--- src/rtl/rr_arb_pkg.sv ---
// Shared types and default sizing for the weighted round-robin arbiter.
package rr_arb_pkg;

    localparam int DEF_NUM_OF_INPUT = 20;
    localparam int DEF_INPUT_NBITS  = 5;
    localparam int DEF_WT_NBITS     = 4;

    typedef enum logic {
        IDLE  = 1'b0,
        GRANT = 1'b1
    } state_t;

endpackage

--- src/rtl/rr_pri_enc.sv ---
// Rotating priority encoder: first set req bit at or after base+1 (mod N), wrapping back to base.
module rr_pri_enc
    import rr_arb_pkg::*;
#(
    parameter int NUM_OF_INPUT = DEF_NUM_OF_INPUT,
    parameter int INPUT_NBITS  = DEF_INPUT_NBITS
) (
    input  logic [NUM_OF_INPUT-1:0] req,
    input  logic [INPUT_NBITS-1:0]  base,
    output logic                    found,
    output logic [INPUT_NBITS-1:0]  idx
);

    logic [2*NUM_OF_INPUT-1:0] dbl;
    logic [NUM_OF_INPUT-1:0]   rot;
    logic [INPUT_NBITS:0]      start;
    logic [INPUT_NBITS:0]      pos;
    logic [INPUT_NBITS-1:0]    off;

    always_comb begin
        // base+1 wraps to 0 explicitly so a non-power-of-two N never yields an out-of-range start
        start = (base == INPUT_NBITS'(NUM_OF_INPUT - 1)) ? '0 : {1'b0, base} + 1'b1;
        dbl   = {req, req};
        rot   = dbl[start +: NUM_OF_INPUT];
        found = |req;
        off   = '0;
        for (int k = NUM_OF_INPUT - 1; k >= 0; k--) begin
            if (rot[k]) off = INPUT_NBITS'(k);
        end
        pos = start + {1'b0, off};
        if (pos >= (INPUT_NBITS + 1)'(NUM_OF_INPUT)) pos = pos - (INPUT_NBITS + 1)'(NUM_OF_INPUT);
        idx = INPUT_NBITS'(pos);
    end

endmodule

--- src/rtl/rr_arb_wt.sv ---
// Weighted round-robin arbiter: each grantee keeps the grant for up to its weight in
// consecutive en cycles (lock extends it), then the search resumes just past it.
module rr_arb_wt
    import rr_arb_pkg::*;
#(
    parameter int NUM_OF_INPUT = DEF_NUM_OF_INPUT,
    parameter int INPUT_NBITS  = DEF_INPUT_NBITS,
    parameter int WT_NBITS     = DEF_WT_NBITS
) (
    input  logic                             clk,
    input  logic                             rstn,
    input  logic [NUM_OF_INPUT-1:0]          req,
    input  logic [NUM_OF_INPUT*WT_NBITS-1:0] wt,
    input  logic                             en,
    input  logic                             lock,
    output logic [INPUT_NBITS-1:0]           sel,
    output logic                             gnt,
    output logic [NUM_OF_INPUT-1:0]          gnt_vec,
    output logic [WT_NBITS-1:0]              burst_cnt
);

    function automatic logic [WT_NBITS-1:0] eff_wt(input logic [WT_NBITS-1:0] w);
        return (w == '0) ? WT_NBITS'(1) : w;
    endfunction

    state_t                  state, state_nxt;
    logic [INPUT_NBITS-1:0]  sel_nxt, idx;
    logic [WT_NBITS-1:0]     cnt_nxt, cur_wt;
    logic [NUM_OF_INPUT-1:0] vec_nxt;
    logic                    found, keep;

    rr_pri_enc #(
        .NUM_OF_INPUT(NUM_OF_INPUT),
        .INPUT_NBITS (INPUT_NBITS)
    ) u_pri_enc (
        .req  (req),
        .base (sel),
        .found(found),
        .idx  (idx)
    );

    assign cur_wt = eff_wt(wt[sel*WT_NBITS +: WT_NBITS]);
    assign keep   = (state == GRANT) && req[sel];
    assign gnt    = (state == GRANT);

    always_comb begin
        state_nxt = state;
        sel_nxt   = sel;
        cnt_nxt   = burst_cnt;
        if (en) begin
            if (!found) begin
                state_nxt = IDLE;
            end else if (!(keep && lock)) begin
                if (keep && (burst_cnt < cur_wt)) begin
                    cnt_nxt = burst_cnt + 1'b1;
                end else begin
                    state_nxt = GRANT;
                    sel_nxt   = idx;
                    cnt_nxt   = WT_NBITS'(1);
                end
            end
        end
        vec_nxt = '0;
        if (state_nxt == GRANT) vec_nxt[sel_nxt] = 1'b1;
    end

    // register stage: all outputs come straight from flops
    always_ff @(posedge clk or negedge rstn) begin
        if (!rstn) begin
            state     <= IDLE;
            sel       <= INPUT_NBITS'(NUM_OF_INPUT - 1);
            burst_cnt <= '0;
            gnt_vec   <= '0;
        end else begin
            state     <= state_nxt;
            sel       <= sel_nxt;
            burst_cnt <= cnt_nxt;
            gnt_vec   <= vec_nxt;
        end
    end

endmodule

--- config.mk ---
export PLATFORM = sky130hd
export DESIGN_NAME = rr_arb_wt
export DESIGN_NICKNAME = d
export VERILOG_FILES = /design/src/rtl/rr_arb_pkg.sv /design/src/rtl/rr_pri_enc.sv /design/src/rtl/rr_arb_wt.sv
export SDC_FILE = /design/constraint.sdc
export NUM_CORES = 1
export LEC_CHECK = 0
export ABC_AREA = 1
export ABC_CLOCK_PERIOD_IN_PS = 6300
export CAP_MARGIN = 20
export CORE_ASPECT_RATIO = 1.75
export CORE_MARGIN = 4
export CORE_UTILIZATION = 50
export CTS_CLUSTER_DIAMETER = 100
export DETAILED_ROUTE_END_ITERATION = 7
export DONT_BUFFER_PORTS = 1
export SETUP_SLACK_MARGIN = 0.05
export SLEW_MARGIN = 20
export SYNTH_ARGS = -nofsm -noshare
export SYNTH_HDL_FRONTEND = slang
export SYNTH_SLANG_ARGS = --single-unit
--- constraint.sdc ---
create_clock -name clk -period 6.3 [get_ports clk]
set_clock_uncertainty 0.1 [all_clocks]
set_input_delay 0.63 -clock clk [delete_from_list [all_inputs] [get_ports clk]]
set_output_delay 0.63 -clock clk [all_outputs]
set_load 0.01 [all_outputs]
==> results by group, run 1 <==
Route
  • DRT Pass-1 Iters: 7
  • DRT Wirelength: approximately 16000 um
  • Antenna Violating Nets Remaining: 0
  • DRC violations left: 0
  • DRT iter0 DRCs: around 340
  • Via density: 6.04
  • DR WL/cell: 19.3 um
  • Via count: approximately 5100

Global route
  • First-pass GRT wire length: about 25000 um
  • Largest net degree at the start of global routing: between 50 and 60
  • Vias in the first global route: about 5000
  • GRT Resource Usage Total: 0.306
  • Aggregate global routing overflow: 0
  • Antenna violations before repair: 0

Final layout
  • # nets final: between 800 and 900
  • Layout fillers: about 940
  • Ant diodes: 0
  • Finished Layout Cells: between 800 and 900
  • Area grow syn2layout: 3.79%
  • Layout cells sized above 1: 0.0884

STA
  • RSZ-0062 raised after global routing: false
  • Setup TNS: 0 ns
  • Post-layout min period: 5.58 ns
  • Endpoints failing setup: 0
  • Final Max Tran Viols: 0
  • Final Hold Viols: 0
  • Final period util: 0.886
  • Slew headroom: 0.447
  • Hold slack: about 0.070 ns
  • Worst-Margin Slew: a little over 0.8 ns
  • Fmax: around 180 MHz

Clock network
  • Clock insertion delay at the later pin of the skew report: approximately 0.27 ns
  • Clk root buf: clkbuf_16
  • Number of clock sinks: 30
  • CTS tree: built
  • Reg clk slew, reported paths: approximately 0.050 ns
  • H-tree level count: 2
  • Deepest clock path buffer count: 2
  • CTS Buf Count: 5

Setup path
  • Launching point of the worst reg2reg path: sel[0]
  • Biggest cell delay along the critical path: 0.55 ns
  • Slowest library cell on the worst path: dfstp_2
  • Arr. time, crit path: ~5.7 ns
  • Critical path required time: between 6 and 7 ns
  • Buffers and inverters on the worst path: 4
  • Reg2Reg Depth: 43
  • Worst path top cell family by delay: simple AND/OR/NAND/NOR gates
  • Worst Path Max Fanout: 56
  • Crit path capture type: flop
  • R2R Setup Slk: 0.72 ns
  • Critical path class: flop to flop
  • Crit path top cell by count: nand2_1
  • Crit. Startpoint: sel[0]
  • RR Endpoint: gnt_vec[16]
  • Startpoint Class: flop

Synth
  • Synth Instances: ~750
  • Largest family of logic cells by synthesized area: simple AND/OR/NAND/NOR gates
  • Synth Area in XOR/XNOR: 0.00797
  • Post-synthesis compound-gate area fraction: 0.223
  • Simple-Gate Fraction of Synth Area: 0.445
  • Mux share of post-synthesis cell area: 0
  • Top_reg_cell synth: dfrtp_1
  • Yosys top cell by area: dfrtp_1
  • Post-Syn Area: between 4000 and 5000 um2
  • Seq cells post-synth: 30
  • Synth cell types: between 50 and 60
  • Synth top area cells: dfrtp_1 (15%), nand2_1 (14%), nand3_1 (13%)
  • Post-synthesis sequential area ratio: 0.172
  • Adder-cell share of the synthesized area: 0.0359
  • Ys Warns: 0
  • Post-synth net total: 862
  • EDFF count, synth: 0
  • Post-synth ARST share: 1.00
  • Syn Area/Cell: approximately 6 um2
  • Top cell type's share of synthesized area: 0.154

Place
  • Detail Placement HPWL: roughly 13000 um
  • Placed Cells: a little over 800
  • PortBufs: 0
  • Gpl congestion: between 0.9 and 1

Floorplan
  • Die area: 10400 um2
  • Std cell rows: 45
  • Die height: between 100 and 150 um
  • # IOs: ~130
  • Die width: 78.9 um
  • Core area: ~8600 um2
  • Initial core utilization: 0.510

Job
  • Max Cap Viol: 0

Run status
  • Status: complete, no violations

Min path
  • HP Class: input pin to async pin
-- metrics by stage --
| stage | setup slack [ns] | instance area (um2) | utilization |
|---|---|---|---|
| 4_1_cts | 0.534 | 4550 | 0.528 |
| 3_5_place_dp | 0.493 | 4360 | 0.506 |
| 5_1_grt | 0.0586 | 4560 | 0.530 |
| 6_report | 0.721 | 4560 | 0.530 |
| 3_3_place_gp | 0.583 | 4360 | 0.506 |
| 2_1_floorplan | 1.56 | 4400 | - |
-- layout by cell type (no fill, tap or decap), types with 3 or more instances in the layout --
cell type / count
inv_2: 4
o21ai_0: 71
nor2_2: 4
ha_1: 11
o21ai_1: 15
a21oi_1: 31
o211ai_1: 12
a31oi_1: 6
dfrtp_1: 27
o22ai_1: 10
nand3_2: 14
dfstp_2: 3
buf_4: 10
nand2_1: 166
and2_1: 3
nor4_1: 3
nand4_1: 11
clkbuf_16: 5
nor2_1: 90
nand2_2: 6
xor2_1: 4
nor3_1: 5
o221ai_1: 7
inv_1: 61
nand3_1: 112
-- repair_timing --
| action | in CTS | in global routing |
|---|---|---|
| hold endpoints to repair | 27 | 0 |
| endpoints found under the setup margin | 0 | 20 |
| buffers inserted | 0 | 0 |
| hold buffers | 1 | 0 |
| gates resized for setup | 0 | 5 |
-- cell type report --
cell class | instances | area, um2 | area share
clock buffer | 5 | 125 | 0.0274
clock inverter | 3 | 40.0 | 0.00878
inverter | 68 | 262 | 0.0573
multi-input combinational | 606 | 3130 | 0.687
sequential | 30 | 754 | 0.165
tap | 117 | 146 | 0.0321
timing repair buffer | 11 | 95.1 | 0.0208
timing repair inverter | 1 | 5.00 | 0.00110
-- worst max path at each step --
stage	endpoint	slack (ns)	cells after the start
2_1_floorplan	gnt_vec[16]	1.56	47
3_3_place_gp	gnt_vec[17]	0.58	29
3_5_place_dp	gnt_vec[16]	0.49	29
4_1_cts	gnt_vec[16]	0.53	45
5_1_grt	gnt_vec[16]	0.06	47
6_report	gnt_vec[16]	0.72	43
-- cells in the mapped netlist (all sizes together) (2+ instances only) --
library cell,instances
dfstp,3
xor2,4
nand2,175
o221ai,7
o211ai,14
ha,11
o21ai,87
buf,29
nor2,96
clkbuf,13
o21bai,2
nor4,3
a31oi,6
inv,67
nand3,126
a311oi,2
a21oi,31
nand4,12
and2,4
o21a,2
dfrtp,27
o22ai,10
nor3,5
-- flip-flops by register name (all words and copies together), names as in the netlist --
signal and cells:
gnt_vec 20, sel 5, burst_cnt 4, gnt 1
-- logic make-up after synthesis --
kind of cell / after synthesis
xor gates and xnor gates: 4
buffers and inverters: 110
AOI/OAI and AO/OA: 167
adders and majority gates: 12
and+or+nand+nor: 423
DFF: 30
-- per-layer routing --
layer	track usage	share of wire	wire, um
met5	0	0	0
met4	0.147	0.056	903
met3	0.0451	0.057	919
met2	0.585	0.54	8800
met1	0.314	0.35	5610
Power of run 1 is left out: the tool's default activity adds up to more than one toggle a clock period on the data nets, which glitch-free logic cannot reach.
==> run 2, diff against run 1 <==
Settings changed: RECOVER_POWER set to 50.
==> run 2 against run 1 <==
- non-clock buffer count unchanged
- sequential share of layout area increased by 0.059 points
- flip-flop and latch count unchanged
- first-iteration DRC count decreased by 4.8%
- global-route usage unchanged
- critical path depth unchanged
- hold slack improved by 0.024 ns
- setup slack improved by 0.018 ns
- cell count unchanged
- wire length decreased by 0.26%
- via count increased by 0.18%
- core utilization decreased by 0.19 points
- largest cell class unchanged
==> results by group, run 2 (same netlist as run 1, synthesis figures left out) <==
Place
  • Detail Placement HPWL: about 13000 um
  • Worst slack at placement: 0.493 ns
  • Gpl congestion: roughly 0.97
  • PortBufs: 0
  • Placed inst area: 4360 um2

Setup path
  • Worst Path Max Fanout: 56
  • Launching point of the worst reg2reg path: sel[0]
  • RR Endpoint: gnt_vec[16]
  • End of the critical path: gnt_vec[16]
  • Arr. time, crit path: 5.65 ns
  • R2R Setup Slk: roughly 0.74 ns
  • Critical path class: flop to flop
  • Reg2Reg Depth: 43
  • Critical path required time: between 6 and 7 ns
  • Crit path top cell by count: nand2_1
  • Crit. Startpoint: sel[0]
  • Crit path capture type: flop
  • Slowest library cell on the worst path: dfstp_2
  • Biggest cell delay along the critical path: 0.54 ns
  • Startpoint Class: flop

Final layout
  • Largest regs: gnt_vec: 20 flops, sel: 5 flops, burst_cnt: 4 flops
  • Layout fillers: between 900 and 1000
  • Biggest register: gnt_vec
  • Area grow syn2layout: 3.42%
  • Leading cell type in the layout, fill and taps excluded: nand2_1
  • Finished Cell Area: between 4000 and 5000 um2
  • # nets final: roughly 840
  • Ant diodes: 0
  • Largest register FFs: 20
  • Most frequent cells in the layout: nand2_1 (166), nand3_1 (112), nor2_1 (90)
  • Register area: around 750 um2
  • Multi-input gate area: about 3100 um2
  • Final core utilization: 0.528
  • Layout cells sized above 1: 0.0870

Route
  • DRT iter0 DRCs: approximately 320
  • DRT Wirelength: between 15000 and 20000 um
  • Antenna Violating Nets Remaining: 0
  • Via density: ~6.1
  • DRT Pass-1 Iters: 6
  • DR WL/cell: approximately 19 um
  • Via count: about 5100
  • DRC violations left: 0

Clock network
  • CTS Buf Count: 5
  • CTS tree: built
  • H-tree level count: 2
  • Number of clock sinks: 30
  • Reg clk slew, reported paths: 0.05 ns
  • Clock insertion delay at the later pin of the skew report: 0.28 ns
  • Setup Buffers After CTS: 0
  • Clk root buf: clkbuf_16
  • Deepest clock path buffer count: 2

Run status
  • Status: complete, no violations

STA
  • Final Max Tran Viols: 0
  • Setup ws final: 0.738 ns
  • Final Hold Viols: 0
  • Worst-Margin Slew: 1.38 ns
  • Final period util: 0.883
  • Fmax: about 180 MHz
  • RSZ-0062 raised after global routing: false
  • Setup TNS: 0 ns
  • Slew headroom: 0.0774
  • Post-layout min period: 5.56 ns
  • Endpoints failing setup: 0

Min path
  • HP Class: input pin to async pin

Global route
  • First-pass GRT wire length: 25400 um
  • Largest net degree at the start of global routing: between 50 and 60
  • Vias in the first global route: 4978
  • GRT Resource Usage Total: 0.306
  • Antenna violations before repair: 0
  • Aggregate global routing overflow: 0

Floorplan
  • Die width: between 70 and 80 um
  • Die area: around 10000 um2
  • Std cell rows: 45
  • Core area: approximately 8600 um2
  • # IOs: roughly 130
  • Die height: between 100 and 150 um
  • Initial core utilization: 0.510

Job
  • Max Cap Viol: 0
## run 2: stage by stage
| step | cells | hold WS (ns) |
|---|---|---|
| after floorplan | 746 | 0.234 |
| after global placement | 831 | 0.235 |
| after detailed placement | 831 | 0.235 |
| after CTS | 840 | 0.0707 |
| after global routing | 841 | 0.0914 |
| final | 841 | 0.0943 |
## run 2: worst min-delay path by stage
| stage | end | slack [ns] | cells after the start |
|---|---|---|---|
| floorplan | burst_cnt[0] | 0.23 | 0 |
| global placement | gnt_vec[12] | 0.24 | 0 |
| detailed placement | gnt_vec[9] | 0.24 | 0 |
| CTS | gnt_vec[9] | 0.07 | 1 |
| global route | sel[1] | 0.09 | 0 |
| finish | sel[1] | 0.09 | 0 |
## run 2: cell type report
type / instances / area share
flip-flops and latches: 30 / 0.166
well taps: 117 / 0.0322
repair buffers: 11 / 0.0173
clock inverters: 3 / 0.00881
multi-input cells: 606 / 0.690
clock buffers: 5 / 0.0275
inverters: 68 / 0.0575
repair inverters: 1 / 0.00110
## run 2: worst max-delay path, delay by kind of cell, from the launching register on
family	cells	cell delay (ns)
simple gates	36	3.21
buf+inv	4	0.96
flops	1	0.54
fa+ha+maj	1	0.40
xor+xnor	1	0.15
compound gates	1	0.14
## run 2: routing by layer
layer  part of all wire  GRT usage  wire length [um]  vias to the layer above
met5                  0          0                 0                        -
met1               0.34      0.314              5560                     2349
met2               0.55      0.585              8840                      194
li1                   -          -                 -                     2493
met4              0.055      0.147               893                        0
met3              0.056     0.0451               899                       55
## run 2: repair_timing
action	in CTS	in global routing
setup endpoints to repair	0	20
endpoints found under the hold margin	27	0
gates resized for setup	0	5
hold buffers	1	0
Power of run 2 is left out for the same reason.
==> run 3, diff against run 2 <==
--- a/config.mk
+++ b/config.mk
@@ -7,5 +7,5 @@
 export LEC_CHECK = 0
 export ABC_AREA = 1
-export ABC_CLOCK_PERIOD_IN_PS = 6300
+export ABC_CLOCK_PERIOD_IN_PS = 7100
 export CAP_MARGIN = 20
 export CORE_ASPECT_RATIO = 1.75
==> constraint.sdc (replaced) <==
create_clock -name clk -period 7.1 [get_ports clk]
set_clock_uncertainty 0.1 [all_clocks]
set_input_delay 0.355 -clock clk [delete_from_list [all_inputs] [get_ports clk]]
set_output_delay 0.355 -clock clk [all_outputs]
set_load 0.01 [all_outputs]
==> run 3 against run 2 <==
- highest routed layer unchanged
- sequential share of layout area grew 0.092 points
- count of clock-buffer cells in the layout grew 1
- die area is the same
- the run now ends with capacitance limit, slew limit left
- hold slack gained 0.083 ns
- non-clock buffer count shrank 2
- cell count shrank 0.48%
- maximum frequency shrank 8.0%
==> results by group, run 3 (same netlist as run 1, synthesis figures left out) <==
Run status
  • Status: finished, violations left
  • Violated checks: capacitance limit, slew limit

Job
  • Max Cap Viol: 1

Global route
  • Antenna violations before repair: 0
  • Largest net degree at the start of global routing: 64
  • Vias in the first global route: between 4000 and 5000
  • First-pass GRT wire length: around 25000 um
  • Aggregate global routing overflow: 0
  • GRT Resource Usage Total: 0.292

Setup path
  • Startpoint Class: flop
  • Critical path required time: a little over 7 ns
  • Arr. time, crit path: 6.14 ns
  • Critical path class: flop to flop
  • Crit path top cell by count: nand2_1
  • Worst path top cell family by delay: simple AND/OR/NAND/NOR gates
  • Slowest library cell on the worst path: dfstp_2
  • Biggest cell delay along the critical path: roughly 0.8 ns
  • Buffers and inverters on the worst path: 2
  • Crit path capture type: flop
  • Worst Path Max Fanout: 29

Place
  • Detail Placement HPWL: around 12000 um
  • Gpl congestion: 0.999
  • PortBufs: 0

Clock network
  • CTS Buf Count: 5
  • H-tree level count: 2
  • Clock insertion delay at the later pin of the skew report: about 0.28 ns
  • Clk root buf: clkbuf_16
  • CTS tree: built
  • Setup Buffers After CTS: 0
  • Reg clk slew, reported paths: about 0.05 ns
  • Number of clock sinks: 30
  • Deepest clock path buffer count: 2

STA
  • Endpoints failing setup: 0
  • Setup TNS: 0 ns
  • RSZ-0062 raised after global routing: false
  • Post-layout min period: 6.04 ns
  • Worst-Margin Slew: ~1.5 ns
  • Final period util: 0.851
  • Fmax: around 170 MHz
  • Final Hold Viols: 0
  • Final Max Tran Viols: 31
  • Slew headroom: -0.00630

Final layout
  • Most frequent cells in the layout: nand2_1 (166), nand3_1 (112), nor2_1 (91)
  • Layout fillers: around 940
  • Largest register FFs: 20
  • Layout cells sized above 1: 0.0778
  • Leading cell type in the layout, fill and taps excluded: nand2_1
  • Area grow syn2layout: 2.85%
  • Multi-input gate area: between 3000 and 4000 um2
  • Ant diodes: 0
  • Largest regs: gnt_vec: 20 flops, sel: 5 flops, burst_cnt: 4 flops
  • # nets final: approximately 840
  • Register area: approximately 750 um2
  • Biggest register: gnt_vec

Route
  • Antenna Violating Nets Remaining: 0
  • DRT Pass-1 Iters: 5
  • DRT iter0 DRCs: between 300 and 400
  • DRC violations left: 0
  • Via density: roughly 6
  • DR WL/cell: around 18 um
  • Via count: 5018
  • DRT Wirelength: between 10000 and 15000 um

Floorplan
  • # IOs: 134
  • Initial core utilization: 0.510
  • Die width: between 70 and 80 um
  • Die area: around 10000 um2
  • Die height: 132 um
  • Core area: 8610 um2
  • Std cell rows: 45

Min path
  • HP Class: input pin to flop
run 3: area by class of cell:
type                       count  share of cell area
timing repair buffer           9              0.0147
sequential                    30               0.167
tap                          117              0.0324
inverter                      68              0.0570
multi-input combinational    606               0.692
clock buffer                   6              0.0307
clock inverter                 1             0.00664
run 3: worst reg2reg max path, delay by kind of cell, from the launching register on:
kind                     cells  cell delay [ns]
AO/OA/AOI/OAI                2             0.34
buffers and inverters        2             0.17
flip-flops                   1             0.80
XOR/XNOR                     1             0.16
adder cells (fa/ha/maj)      2             0.69
AND/OR/NAND/NOR             40             3.70
run 3: stage by stage:
| stage | utilization | instance area, um2 | hold WS [ns] | setup WS, ns | instances |
|---|---|---|---|---|---|
| 5_1_grt | 0.525 | 4520 | 0.194 | 0.251 | 837 |
| 3_3_place_gp | 0.504 | 4340 | -0.0398 | 1.23 | 828 |
| 2_1_floorplan | - | 4400 | -0.0406 | 2.36 | 746 |
| 6_report | 0.525 | 4520 | 0.177 | 1.06 | 837 |
| 4_1_cts | 0.527 | 4540 | 0.176 | 1.08 | 837 |
| 3_5_place_dp | 0.504 | 4340 | -0.0397 | 1.08 | 828 |
run 3: repair_timing:
item                                   CTS  global route
hold buffers                             2             0
resized for setup                        0             0
endpoints found under the hold margin   30             0
run 3: per-layer routing:
layer  track usage  part of all wire  vias to the layer above
met5             0                 0                        -
met4         0.150             0.056                        0
met3        0.0513             0.055                       52
met2         0.531              0.53                      179
met1         0.314              0.36                     2312
li1              -                 -                     2475
run 3: path summary, 6_finish.rpt:
kind | from | end | slack [ns] | cells past startpoint
max | sel[0] | gnt_vec[17] | 1.06 | 47
min in group asynchronous | rstn | gnt_vec[1] | 0.90 | 2
max in group asynchronous | rstn | burst_cnt[0] | 5.12 | 2
min reg2reg | burst_cnt[1] | burst_cnt[1] | 0.55 | 2
max reg2reg | sel[0] | gnt_vec[17] | 1.06 | 47
min | en | gnt | 0.18 | 3
Power of run 3 is left out for the same reason.
